<file path="config.mk">
export PLATFORM = sky130hd
export DESIGN_NAME = pcileech_com_tx_arbiter
export DESIGN_NICKNAME = d
export VERILOG_FILES = /design/src/rtl/pcileech_com_tx_arbiter.sv
export SDC_FILE = /design/constraint.sdc
export NUM_CORES = 1
export LEC_CHECK = 0
export ABC_CLOCK_PERIOD_IN_PS = 21400
export BUFFER_PORTS_ARGS = -buffer_cell sky130_fd_sc_hd__buf_2
export CORE_AREA = 2 2 210 212
export DETAILED_ROUTE_END_ITERATION = 6
export DIE_AREA = 0 0 212 214
export PLACE_DENSITY = 0.8
export SETUP_SLACK_MARGIN = 0.02
export SYNTH_ARGS = -nofsm -noshare
export SYNTH_HDL_FRONTEND = slang
export SYNTH_SLANG_ARGS = --single-unit
</file>
<file path="constraint.sdc">
create_clock -name clk -period 21.4 [get_ports clk]
set_clock_uncertainty 0.2 [all_clocks]
set_input_delay 1.07 -clock clk [delete_from_list [all_inputs] [get_ports clk]]
set_output_delay 1.07 -clock clk [all_outputs]
set_load 0.03 [all_outputs]
</file>
<file path="src/rtl/pcileech_com_tx_arbiter.sv">
// pcileech_com_tx_arbiter
//   Round-robin arbiter sharing the 256-bit com TX path among NUM_SRC dword
//   producers. Granted dwords are packed into 7 data slots plus one status
//   dword {STATUS_MAGIC, tag6..tag0}. A word leaves when full, or after
//   TIMEOUT_CYCLES idle cycles with a partial fill.
// Ports:
//   clk, rst         clock, asynchronous active-high reset
//   arb_en           enables new grants (in-flight words still drain)
//   src_data/valid   per-source FWFT dword and valid, source i at [32*i+:32]
//   src_ack          combinational one-hot pop, dword captured at the same edge
//   dout/dout_valid  packed output word and its valid
//   dout_ready       consumer accepts dout when dout_valid && dout_ready
//   stat_words       count of accepted words (wraps)
module pcileech_com_tx_arbiter #(
  parameter int unsigned NUM_SRC        = 4,
  parameter int unsigned TIMEOUT_CYCLES = 64,
  parameter logic [3:0]  STATUS_MAGIC   = 4'hE
) (
  input  logic                  clk,
  input  logic                  rst,
  input  logic                  arb_en,
  input  logic [32*NUM_SRC-1:0] src_data,
  input  logic [NUM_SRC-1:0]    src_valid,
  output logic [NUM_SRC-1:0]    src_ack,
  output logic [255:0]          dout,
  output logic                  dout_valid,
  input  logic                  dout_ready,
  output logic [31:0]           stat_words
);

  localparam int unsigned DW     = 32;
  localparam int unsigned TAG_W  = 4;
  localparam int unsigned SLOTS  = 7;
  localparam int unsigned CNT_W  = 3;
  localparam int unsigned IDLE_W = $clog2(TIMEOUT_CYCLES + 1);
  localparam logic [TAG_W-1:0] TAG_EMPTY = 4'hF;

  logic [SLOTS-1:0][DW-1:0]    slot_q, slot_d;
  logic [SLOTS-1:0][TAG_W-1:0] tag_q, tag_d;
  logic [CNT_W-1:0]            slot_cnt_q, slot_cnt_d;
  logic [IDLE_W-1:0]           idle_cnt_q, idle_cnt_d;
  logic [TAG_W-1:0]            last_grant_q, last_grant_d;
  logic [255:0]                dout_q, dout_d;
  logic                        dout_valid_q, dout_valid_d;
  logic [31:0]                 stat_words_q, stat_words_d;

  logic                        found_c;
  logic [TAG_W-1:0]            winner_c;
  logic [DW-1:0]               win_data_c;
  int unsigned                 best_c, dist_c;
  logic                        full_c, ready_c, out_free_c, xfer_c, grant_c;
  logic [CNT_W-1:0]            wr_idx_c;
  logic [SLOTS-1:0][TAG_W-1:0] status_tags_c;
  logic [255:0]                word_c;

  // Round-robin pick: valid source at the smallest distance past last_grant.
  always_comb begin
    found_c    = 1'b0;
    winner_c   = '0;
    win_data_c = '0;
    best_c     = NUM_SRC;
    dist_c     = 0;
    for (int unsigned i = 0; i < NUM_SRC; i++) begin
      dist_c = (i + NUM_SRC - 1 - 32'(last_grant_q)) % NUM_SRC;
      if (src_valid[i] && (dist_c < best_c)) begin
        best_c     = dist_c;
        found_c    = 1'b1;
        winner_c   = TAG_W'(i);
        win_data_c = src_data[DW*i +: DW];
      end
    end
  end

  // Transfer/grant decisions. A grant is allowed on a full register only when
  // that word leaves at the same edge, which keeps 7 dwords per 7 cycles.
  always_comb begin
    full_c     = (slot_cnt_q == CNT_W'(SLOTS));
    ready_c    = full_c || (idle_cnt_q == IDLE_W'(TIMEOUT_CYCLES));
    out_free_c = !dout_valid_q || dout_ready;
    xfer_c     = ready_c && out_free_c;
    grant_c    = !rst && arb_en && found_c && (!full_c || xfer_c);
    wr_idx_c   = xfer_c ? '0 : slot_cnt_q;
    src_ack    = '0;
    for (int unsigned i = 0; i < NUM_SRC; i++) begin
      src_ack[i] = grant_c && (winner_c == TAG_W'(i));
    end
  end

  // Outgoing word: unused slots zeroed and tagged empty.
  always_comb begin
    word_c        = '0;
    status_tags_c = '0;
    for (int unsigned k = 0; k < SLOTS; k++) begin
      if (CNT_W'(k) < slot_cnt_q) begin
        word_c[DW*k +: DW] = slot_q[k];
        status_tags_c[k]   = tag_q[k];
      end else begin
        status_tags_c[k]   = TAG_EMPTY;
      end
    end
    word_c[255:224] = {STATUS_MAGIC, status_tags_c};
  end

  // Next-state for assembly and output registers.
  always_comb begin
    slot_d       = slot_q;
    tag_d        = tag_q;
    slot_cnt_d   = slot_cnt_q;
    idle_cnt_d   = idle_cnt_q;
    last_grant_d = last_grant_q;
    dout_d       = dout_q;
    dout_valid_d = dout_valid_q;
    stat_words_d = stat_words_q;

    if (dout_valid_q && dout_ready) begin
      dout_valid_d = 1'b0;
      stat_words_d = stat_words_q + 32'd1;
    end

    // idle_cnt saturates at the timeout so the word stays ready until it moves
    if (xfer_c) begin
      dout_d       = word_c;
      dout_valid_d = 1'b1;
      slot_cnt_d   = '0;
      idle_cnt_d   = '0;
    end else if ((slot_cnt_q == '0) || full_c) begin
      idle_cnt_d   = '0;
    end else if (!grant_c && (idle_cnt_q != IDLE_W'(TIMEOUT_CYCLES))) begin
      idle_cnt_d   = idle_cnt_q + IDLE_W'(1);
    end

    if (grant_c) begin
      for (int unsigned k = 0; k < SLOTS; k++) begin
        if (CNT_W'(k) == wr_idx_c) begin
          slot_d[k] = win_data_c;
          tag_d[k]  = winner_c;
        end
      end
      slot_cnt_d   = wr_idx_c + CNT_W'(1);
      idle_cnt_d   = '0;
      last_grant_d = winner_c;
    end
  end

  // State registers.
  always_ff @(posedge clk or posedge rst) begin
    if (rst) begin
      slot_q       <= '0;
      tag_q        <= '0;
      slot_cnt_q   <= '0;
      idle_cnt_q   <= '0;
      last_grant_q <= TAG_W'(NUM_SRC - 1);
      dout_q       <= '0;
      dout_valid_q <= 1'b0;
      stat_words_q <= '0;
    end else begin
      slot_q       <= slot_d;
      tag_q        <= tag_d;
      slot_cnt_q   <= slot_cnt_d;
      idle_cnt_q   <= idle_cnt_d;
      last_grant_q <= last_grant_d;
      dout_q       <= dout_d;
      dout_valid_q <= dout_valid_d;
      stat_words_q <= stat_words_d;
    end
  end

  assign dout       = dout_q;
  assign dout_valid = dout_valid_q;
  assign stat_words = stat_words_q;

endmodule

</file>
; ---- Word-level counts from Yosys, hierarchy flattened
; Cells that the tools add are included.
; W data, S select, Z words.
[word_totals]
ff_bits = 550
latchBits = 0
ramBits = 0
rom_bits = 0
word_cells = 120
memories = 0
[classes]
addsub = 7
mul = 0
n_div = 0
order_cmp = 11
eq_ne = 12
n_shift = 0
mux = 36
n_bitwise = 0
n_reduce_logical = 34
[op_table]
columns = op, count
row1 = $mux W32, 13
row2 = $lt A2 B32 Y1, 3
row3 = $mux W4, 9
row4 = $add A32 B1 Y32 const B, 1
row5 = $mux W7, 4
row6 = $logic_and A1 B1 Y1, 14
row7 = $reduce_and A2 Y1, 7
row8 = $eq A3 B3 Y1 const A, 3
row9 = $lt A3 B3 Y1 const A, 3
row10 = $mux W3, 3
row11 = $eq A4 B2 Y1 const B, 2
row12 = $add A7 B1 Y7 const B, 1
row13 = $eq A7 B7 Y1 const B, 1
row14 = $mux W1, 7
row15 = $ne A7 B7 Y1 const B, 1
row16 = $eq A2 B3 Y1 const A, 2
row17 = $logic_not A3 Y1, 2
row18 = $lt A1 B3 Y1 const A, 2
row19 = $lt A2 B3 Y1 const A, 2
row20 = $eq A4 B1 Y1 const B, 1
row21 = $logic_not A1 Y1, 4
row22 = $logic_not A4 Y1, 1
row23 = $logic_or A1 B1 Y1, 4
row24 = $reduce_bool A4 Y1, 1
row25 = other kinds (7), 9

; ---- Logic depth before layout (Yosys ltp)
[depth]
depth_word = 21
mapped_depth = 23
mapped_depth_nobuf = 17

; ---- Least setup slack after synthesis
; OpenSTA, ideal clock, no wires.
[synth_path]
path_type = input port to output port
start = in src_valid[0]
end = out src_ack[0]
t_arrival_ns = 5.496
required_time_ns = 20.130
setup_slack_ns = 14.634
path_stages = 22
path_buffers = 6
path_cell_list = buf_6 -> nand2b_1 -> ha_1 -> a21o_1 -> a21oi_2 -> clkbuf_1 -> nor2_1 -> a21oi_1 -> ha_1 -> and4b_1 -> a22o_1 -> buf_4 -> buf_2 -> o21a_1 -> ha_1 -> a21oi_1 -> o21ai_1 -> a31o_1 -> buf_2 -> buf_2 -> nand2_1 -> nor3_1
[synth_between]
elab_chain_len = 14
word_cells_on_any_way = 21
[synth_lines]
columns = item, line
row1 = from (decl), 23  ; input logic [NUM_SRC-1:0] src_valid,
row2 = $logic_and A1 B1 Y1 (*), 65  ; if (src_valid[i] && (dist_c < best_c)) begin
row3 = $mux W3, 65
row4 = $lt A2 B32 Y1, 65
row5 = $logic_and A1 B1 Y1, 65
row6 = $mux W32, 65
row7 = $lt A2 B32 Y1, 65
row8 = $logic_and A1 B1 Y1, 65
row9 = $mux W32, 65
row10 = $lt A2 B32 Y1, 65
row11 = $logic_and A1 B1 Y1, 65
row12 = $mux W1, 65
row13 = $logic_and A1 B1 Y1 (2 in series), 81  ; grant_c = !rst && arb_en && found_c && (!full_c || xfer_c);
row14 = $logic_and A1 B1 Y1 (*), 85  ; src_ack[i] = grant_c && (winner_c == TAG_W'(i));
row15 = to (decl), 24  ; output logic [NUM_SRC-1:0] src_ack,
; Mark *: on every way between the ends. The rest lies on a longest branch, timed or not.

; ---- Worst setup path after layout
; Same ends and word-level chain as after synthesis.

==> reports/results.txt <==
outcome = finished, final reports clean
total core area = 42900 um2
HPWL after detailed placement = 42.3 mm
Yosys cell types = 55
Total Neg Setup Slack = 0 ps
Post-synth EDFFs = 0
DR vias/cell = 5.74
antenna violations before repair = 12
mapped cell area = 21200 um2
nets@finish = 2476
Top-Level Pins = 429
Post-CTS Setup Bufs = 0
CTS Buf Count = 54
Setup Viol. Count Final = 0
r2r startpoint = last_grant_q[0]
CP endpoint kind = primary output
Syn Nets = 2125
pwr dens = 164 nW/um2
YS warnings = 0
global route overflow = 0
Worst-path clk slew = 60 ps
Die Ht = 214 um
# resized after CTS = 0
top post-synthesis cells by area = dfrtp_1, nand2_1, o21ai_0
Post-synth ARST share = 1.00
critical path class = in -> out
placed insts = 2858
internal power = 2390 uW
Row Count = 76
Pleak = 0.0137 uW
R2R cell count = 17
share of post-route cells with drive strength above 1 = 0.241
crit path from = src_valid[0]
Routed Antenna Nets = 0
Final period util = 0.433
number of global-route vias before repair = 16.6k
Root Driver = clkbuf_16
ys flop type = dfrtp_1
Worst-Skew Late Latency = 590 ps
Comb power frac = 0.387
critical path peak fanout = 37
Sw Pwr = 1820 uW
R2R Setup Slk = 13760 ps
Tot GR Track Use = 0.287
clock sink total = 529
Final Max Tran Viols = 0
Synth top area share = 0.621
cells after synthesis = 1978
clock network fraction of total power = 0.237
H-tree levels = 2
RR Endpoint = slot_q[120]
crit path DAT = 7990 ps
largest net degree at the start of global routing = 188
Die ar. = 45400 um2
total of max-cap violations = 0
commonest cells after routing, fill and taps aside = dfrtp_1, buf_2, nand2_1
final wirelength = 65.7 mm
drt drc = 0
most common cell after layout, fill and taps aside = dfrtp_1
CP endpoint = src_ack[0]
cell taking the most area after synthesis = dfrtp_1
Period minus WS final = 9260 ps
fin cells = 2967
starting density of the core = 0.495
Data required, critical path = 20130 ps
via count = 17.0k
Least-Margin Pin Slew = 1300 ps
wire length of the first global-routing pass = 99.0 mm
Max VDD drop = 0.102 mV
Flop pwr share = 0.376
register bit count reported by yosys = 529
Startpoint Class = primary input
sw frac = 0.433
synthesis-to-finish area growth = 20.5%
Chip Width = 212 um
DR iter-0 viols = 1824
drt wl/cell = 22.2 um
class of the worst hold path = reg -> reg
# port buffers = 427
fmax = 108 MHz
Seq/Total Area, Yosys = 0.623
Pre-antenna DRT Iters = 5
worst rel slew slack = 0.129
largest buffer count on any clock path = 3
hold buffer count at CTS = 0
Hold Fails Final Rpt = 0
TritonCTS clock tree = yes
syn avg cell area = 10.7 um2
gp weighted congestion = 0.843
unrepaired setup endpoints after global routing = false
## how the worst min path moves through the flow
stage / startpoint / to / slack (ps) / cells after the start
3_3_place_gp: dout[100] / dout[100] / 250 / 2
3_5_place_dp: dout[119] / dout[119] / 250 / 2
5_1_grt: dout[99] / dout[99] / 280 / 2
2_1_floorplan: slot_q[67] / slot_q[67] / 250 / 2
4_1_cts: dout[119] / dout[119] / 260 / 2
6_report: dout[119] / dout[119] / 260 / 2
## routing by layer
layer  global-route usage  part of all wire
met3               0.0614             0.093
met1                0.395              0.41
met4                0.108             0.035
met2                0.447              0.46
met5                    0            0.0014
## critical path, cell delays in order
cell and delay [ps]:
buf_2 220, nand2b_1 120, ha_1 300, a21o_1 270, a21oi_4 1020, nor2_1 130, a21oi_1 220, ha_1 260
o22ai_1 210, a22o_2 770, nand2_1 120, o21a_1 140, ha_1 300, a21oi_1 100, o21ai_4 900, a31o_2 870
nand2_1 270, nor3_1 340, buf_2 270
## layout make-up
class                           count  area, um2
Timing Repair Buffer              446       2290
Multi-Input combinational cell   1220       7110
Antenna cell                       10       25.0
Fill cell                        3529      17300
Clock inverter                     20        287
Tap cell                          585        732
Sequential cell                   529      13200
Clock buffer                       79       1610
Inverter                           78        300
## state kept, by name, indices dropped and copies added (netlist names)
signal and flops:
tag_q 14, dout 246, slot_q 224, idle_cnt_q 7, slot_cnt_q 3, last_grant_q 2
dout_valid 1, stat_words 32
## cell families after synthesis
group | Yosys count | share of synthesized area
xor+xnor | 38 | 0.0157
simple gates | 658 | 0.134
flops | 529 | 0.623
compound gates | 442 | 0.140
other cells | 1 | 0.000177
fa+ha+maj | 11 | 0.00648
buf+inv | 229 | 0.0473
mux | 70 | 0.0333
## power by group through the flow
stage                     registers [uW]  clock network (uW)  logic (uW)
after floorplan                     1830                   0         768
after global placement              1570                   0        1570
after detailed placement            1590                   0        1610
after CTS                           1580                1010        1620
after global routing                1610                1050        1740
final                               1580                 999        1630
## stage by stage
stage	power [uW]	setup WS, ps	hold slack (ps)	util	cell area [um2]
floorplan	2600	5350	249	-	21200
global placement	3140	12440	247	0.552	23700
detailed placement	3200	12350	251	0.552	23700
CTS	4210	12310	264	0.596	25600
global route	4410	11810	278	0.596	25600
finish	4210	12140	262	0.597	25600
## synth_stat cells, types with 4 or more instances
master    number
o21ai_1       55
a311oi_1      32
xor2_1        16
a31oi_1        5
nand3_1      143
o22a_1        10
clkbuf_1      67
a41o_1        32
nand2b_1       6
a22o_1        97
dfrtp_1      527
and3_1         4
mux2_2         5
mux2i_1       65
ha_1          11
nor3_1         4
buf_4         15
nand2_1      421
xnor2_1       22
buf_2         65
inv_1         78
a21oi_1        8
nand4_1        9
and4_1         8
and2_1         5
o21ai_0      188
nor2_1        41
No activity file was read; power rests on OpenSTA's default activity.
